[src/rtl/aes128_keyram_2key_switch.sv]
// Ping-pong round-key RAM: two banks of AES-128 key schedules, one read while the other is written.
// Written 64 bits at a time; switch_key swaps the read and write banks.
module aes128_keyram_2key_switch #(
    parameter int unsigned NROUND_KEYS = 11,
    parameter int unsigned WR_WIDTH    = 64
) (
    input  logic                    clk,
    input  logic                    kill,
    input  logic                    en_wr,
    input  logic [WR_WIDTH-1:0]     key_round_wr,
    input  logic                    key_ready,
    input  logic                    switch_key,
    output logic [2*WR_WIDTH-1:0]   key_round_rd,
    output logic                    key_idx
);

    localparam int unsigned NHALVES = 2 * NROUND_KEYS;
    localparam int unsigned RD_W    = $clog2(NROUND_KEYS);
    localparam int unsigned WR_W    = RD_W + 1;

    localparam logic [RD_W-1:0] RD_LAST = RD_W'(NROUND_KEYS - 1);
    localparam logic [WR_W-1:0] WR_LAST = WR_W'(NHALVES - 1);

    logic [WR_WIDTH-1:0]   mem_q [2][NHALVES];

    logic                  key_idx_q, key_idx_d;
    logic [RD_W-1:0]       rd_ptr_q, rd_ptr_d;
    logic [WR_W-1:0]       wr_ptr_q, wr_ptr_d;
    logic [2*WR_WIDTH-1:0] rd_data_q, rd_data_d;

    logic                  mem_we;
    logic                  wr_bank;
    logic [WR_W-1:0]       rd_lo_addr, rd_hi_addr;

    assign wr_bank    = ~key_idx_q;
    assign mem_we     = en_wr & ~kill;
    assign rd_lo_addr = {rd_ptr_q, 1'b0};
    assign rd_hi_addr = {rd_ptr_q, 1'b1};

    // RAM contents survive kill; only the pointers are reset.
    always_ff @(posedge clk) begin
        if (mem_we) begin
            mem_q[wr_bank][wr_ptr_q] <= key_round_wr;
        end
    end

    always_comb begin
        key_idx_d = key_idx_q;
        rd_ptr_d  = rd_ptr_q;
        wr_ptr_d  = wr_ptr_q;
        rd_data_d = {mem_q[key_idx_q][rd_hi_addr], mem_q[key_idx_q][rd_lo_addr]};

        if (en_wr) begin
            wr_ptr_d = (wr_ptr_q == WR_LAST) ? '0 : wr_ptr_q + 1'b1;
        end
        if (key_ready) begin
            rd_ptr_d = (rd_ptr_q == RD_LAST) ? '0 : rd_ptr_q + 1'b1;
        end
        // A swap restarts both pointers, overriding any same-cycle advance.
        if (switch_key) begin
            key_idx_d = ~key_idx_q;
            rd_ptr_d  = '0;
            wr_ptr_d  = '0;
        end
    end

    always_ff @(posedge clk) begin
        if (kill) begin
            key_idx_q <= 1'b0;
            rd_ptr_q  <= '0;
            wr_ptr_q  <= '0;
            rd_data_q <= '0;
        end else begin
            key_idx_q <= key_idx_d;
            rd_ptr_q  <= rd_ptr_d;
            wr_ptr_q  <= wr_ptr_d;
            rd_data_q <= rd_data_d;
        end
    end

    assign key_round_rd = rd_data_q;
    assign key_idx      = key_idx_q;

endmodule

[config.mk]
export PLATFORM = sky130hd
export DESIGN_NAME = aes128_keyram_2key_switch
export DESIGN_NICKNAME = d
export VERILOG_FILES = /design/src/rtl/aes128_keyram_2key_switch.sv
export SDC_FILE = /design/constraint.sdc
export NUM_CORES = 2
export LEC_CHECK = 0
export BUFFER_PORTS_ARGS = -buffer_cell sky130_fd_sc_hd__buf_2
export CORE_ASPECT_RATIO = 1.25
export CORE_MARGIN = 4
export CORE_UTILIZATION = 67
export DETAILED_ROUTE_END_ITERATION = 8
export PLACE_DENSITY = 0.84
export RECOVER_POWER = 25
export SKIP_LAST_GASP = 1
export SLEW_MARGIN = 20
export SYNTH_ARGS = -nofsm -noshare
export SYNTH_HDL_FRONTEND = slang
export SYNTH_SLANG_ARGS = --single-unit
[constraint.sdc]
create_clock -name clk -period 9.74 [get_ports clk]
set_input_delay 0.974 -clock clk [delete_from_list [all_inputs] [get_ports clk]]
set_output_delay 0.974 -clock clk [all_outputs]
set_load 0.02 [all_outputs]
==> results.ini <==
[critical_path]
rr_startpoint=rd_ptr_q[1]
crit_type=flop to flop
start_kind=flop
cp_slowest_stage_delay_ps=960
path_max_fanout=133
cp.buffers_inverters=4
crit_arrival_ps=6250
rrSetupSlack_ps=4260
reg2regPathDepth=8
crit_slowest_cell=buf_4
r2r-end=key_round_rd[78]
path_common_cell=buf_4
path_cells=buf_12 > buf_4 > nor2_4 > buf_4 > buf_4 > a22oi_1 > nand3_1 > nand3_1
critical_path_required_ps=10500
end_kind=flop
cp_top_family=buffers and inverters

[floorplan]
ioPinCount=198
row_count=167
start_util=0.673
die_y_um=464
core_area_sq_um=165000
dieArea_sq_um=173000
die_w_um=373

[global_route]
grt-ovfl-total=0
use_met3=0.0816
grt_use_total=0.332
met1_usage=0.428
grt_max_degree=134
first_global_vias=61400
grt_first_pass_wirelength_um=417000
grt-busiest-layer=met2
use_met2=0.531
antenna_found_initial=16

[placement]
place_congestion=0.792
dp_hpwl_um=143000
pre_cts_slack_ps=4760
port_buffers=197
place_area_sq_um=115000

[final_layout]
nFillCells=8362
multi_input_area_sq_um=22800
nets=6045
drive_gt1_frac=0.176
final_area_sq_um=124000
regArea_sq_um=87400
fin_util=0.747
area_delta_synth_final_pct=11.0

[synth]
yosysTopAreaCell=edfxtp_1
ys_seq_area_frac=0.784
synth_common_cells=edfxtp_1, mux2i_1, nand3_1
synth_seq_cells=2955
yosysTopAreaCellShare=0.759
syn_nets=5771
synth_ff_type=edfxtp_1
avgSynthCellArea_sq_um=19.6
async_flop_share=0
yosys-top-cells-area=edfxtp_1, mux2i_1, mux4_2
synth_edf_count=2816
yosysUniqueCellTypes=34
synth_most_common_cell=edfxtp_1
yosysWarnings=0
synth_area_sq_um=111000
synth_cells=5697

[clock_network]
cts_buffers=279
clk_pin_slew_ps=70
clk_latency_ps=920
cts_resized=0
root_buffer=clkbuf_16
postCtsSetupBuffers=0
cts-hold-fix-buffers=0
cts_sinks=2955
cts_tree=yes
cts_buffer_depth=4
h-tree-depth=5

[timing]
tightest_slew_ps=2020
relSlewSlack=-0.350
setup_ws_ps=4260
post-route-period-util=0.563
final-setup-viol-count=0
setup_tns_ps=0
finalHoldViolCount=0
period_minus_slack_ps=5480
drv_slew=1980
skew_ps=46.7
max_freq_mhz=182
rsz0062_at_grt=no

[drt]
ant_nets=0
dr.pass1.iters=7
remaining_drc_errors=0
routed_via_density=7.09
drt_wl_total_um=288000
wl_per_cell_um=34.4
drtIter0Drc=9233
routed-via-count=59300

[status]
violations=max-capacitance violations, max-slew violations
status=finished with violations

[pwr]
ir_worst_vdd_v=0.000198
leakagePower_nw=39.3
cellPowerDensity_nw_per_um2=210

[min_path]
holdPathEnd=rd_ptr_q[1]
min_from=switch_key
hp-class=input port to flop
min_path_cells=2

[run]
max_cap_viol_count=44

-- layout by cell type, fill, tap and decap left out, drive strengths merged, types with 67 or more instances in the layout --
cell | Yosys | routed
edfxtp | 2816 | 2816
mux2i | 897 | 897
clkbuf | 160 | 432
buf | 160 | 269
nand3 | 261 | 261
a22oi | 257 | 257
mux4 | 256 | 256
nor2 | 184 | 184
dfxtp | 139 | 139
nand2 | 136 | 136
o21ai | 132 | 132
o22ai | 128 | 128
mux2 | 128 | 128
clkinv | 0 | 67
-- metal layers --
layer / share of wire / wire [um] / vias to the layer above
li1: - / - / 23500
met1: 0.33 / 94300 / 30000
met2: 0.49 / 140000 / 4876
met3: 0.13 / 37000 / 930
met4: 0.058 / 16800 / 12
met5: 0.00024 / 69 / -
-- worst reg2reg max path, cell delays in order, from the launching register on --
cell     delay [ps]
dfxtp_4         550
buf_12          370
buf_4          1110
nor2_4          890
buf_4           690
buf_4           970
a22oi_1         440
nand3_1         220
nand3_1         110
-- cells by family (layout without fill, tap and decap cells) --
group,count (synthesis),in the layout,synth area share
AO/OA/AOI/OAI,520,520,0.0306
XOR/XNOR,6,6,0.000472
adder cells (fa/ha/maj),5,5,0.000562
buffers and inverters,323,797,0.0149
flip-flops,2955,2955,0.784
multiplexers,1281,1281,0.145
other,0,5,0
AND/OR/NAND/NOR,607,607,0.0240
-- power breakdown --
| part | switching [W] | internal, W | total, W |
|---|---|---|---|
| clock network | 0.00447 | 0.00607 | 0.0105 |
| logic | 0.000843 | 0.000501 | 0.00134 |
| registers | 0.0000704 | 0.0140 | 0.0140 |
-- how the worst max path moves through the flow --
stage	startpoint	to	slack, ps	cells past startpoint
detailed placement	rd_ptr_q[1]	key_round_rd[7]	4760	7
floorplan	en_wr	mem_q[0][1024]	5030	3
global route	rd_ptr_q[1]	key_round_rd[7]	4390	7
finish	rd_ptr_q[1]	key_round_rd[78]	4260	8
global placement	rd_ptr_q[1]	key_round_rd[7]	4800	7
CTS	rd_ptr_q[1]	key_round_rd[7]	4650	7
-- sequential cells by signal (all words and copies together) (netlist names), named ones only --
| signal | cells |
|---|---|
| mem_q | 2816 |
| rd_ptr_q | 4 |
| wr_ptr_q | 5 |
| key_round_rd | 128 |
| key_idx | 1 |
-- per-stage QoR --
step           power, W  hold slack, ps  instances
6_report         0.0259             373       8373
4_1_cts          0.0259             324       8366
2_1_floorplan    0.0152             472       5697
5_1_grt          0.0266             360       8369
3_5_place_dp     0.0156             551       7885
3_3_place_gp     0.0156             500       7881
-- area by class of cell --
type | instances | area share
Sequential cell | 2955 | 0.707
Multi-Input combinational cell | 2419 | 0.184
Clock buffer | 388 | 0.0632
Tap cell | 2197 | 0.0222
Timing Repair Buffer | 313 | 0.0161
Clock inverter | 93 | 0.00758
Antenna cell | 5 | 0.000101
Inverter | 3 | 0.0000911
Note: power is estimated with default switching activity, not from simulation.
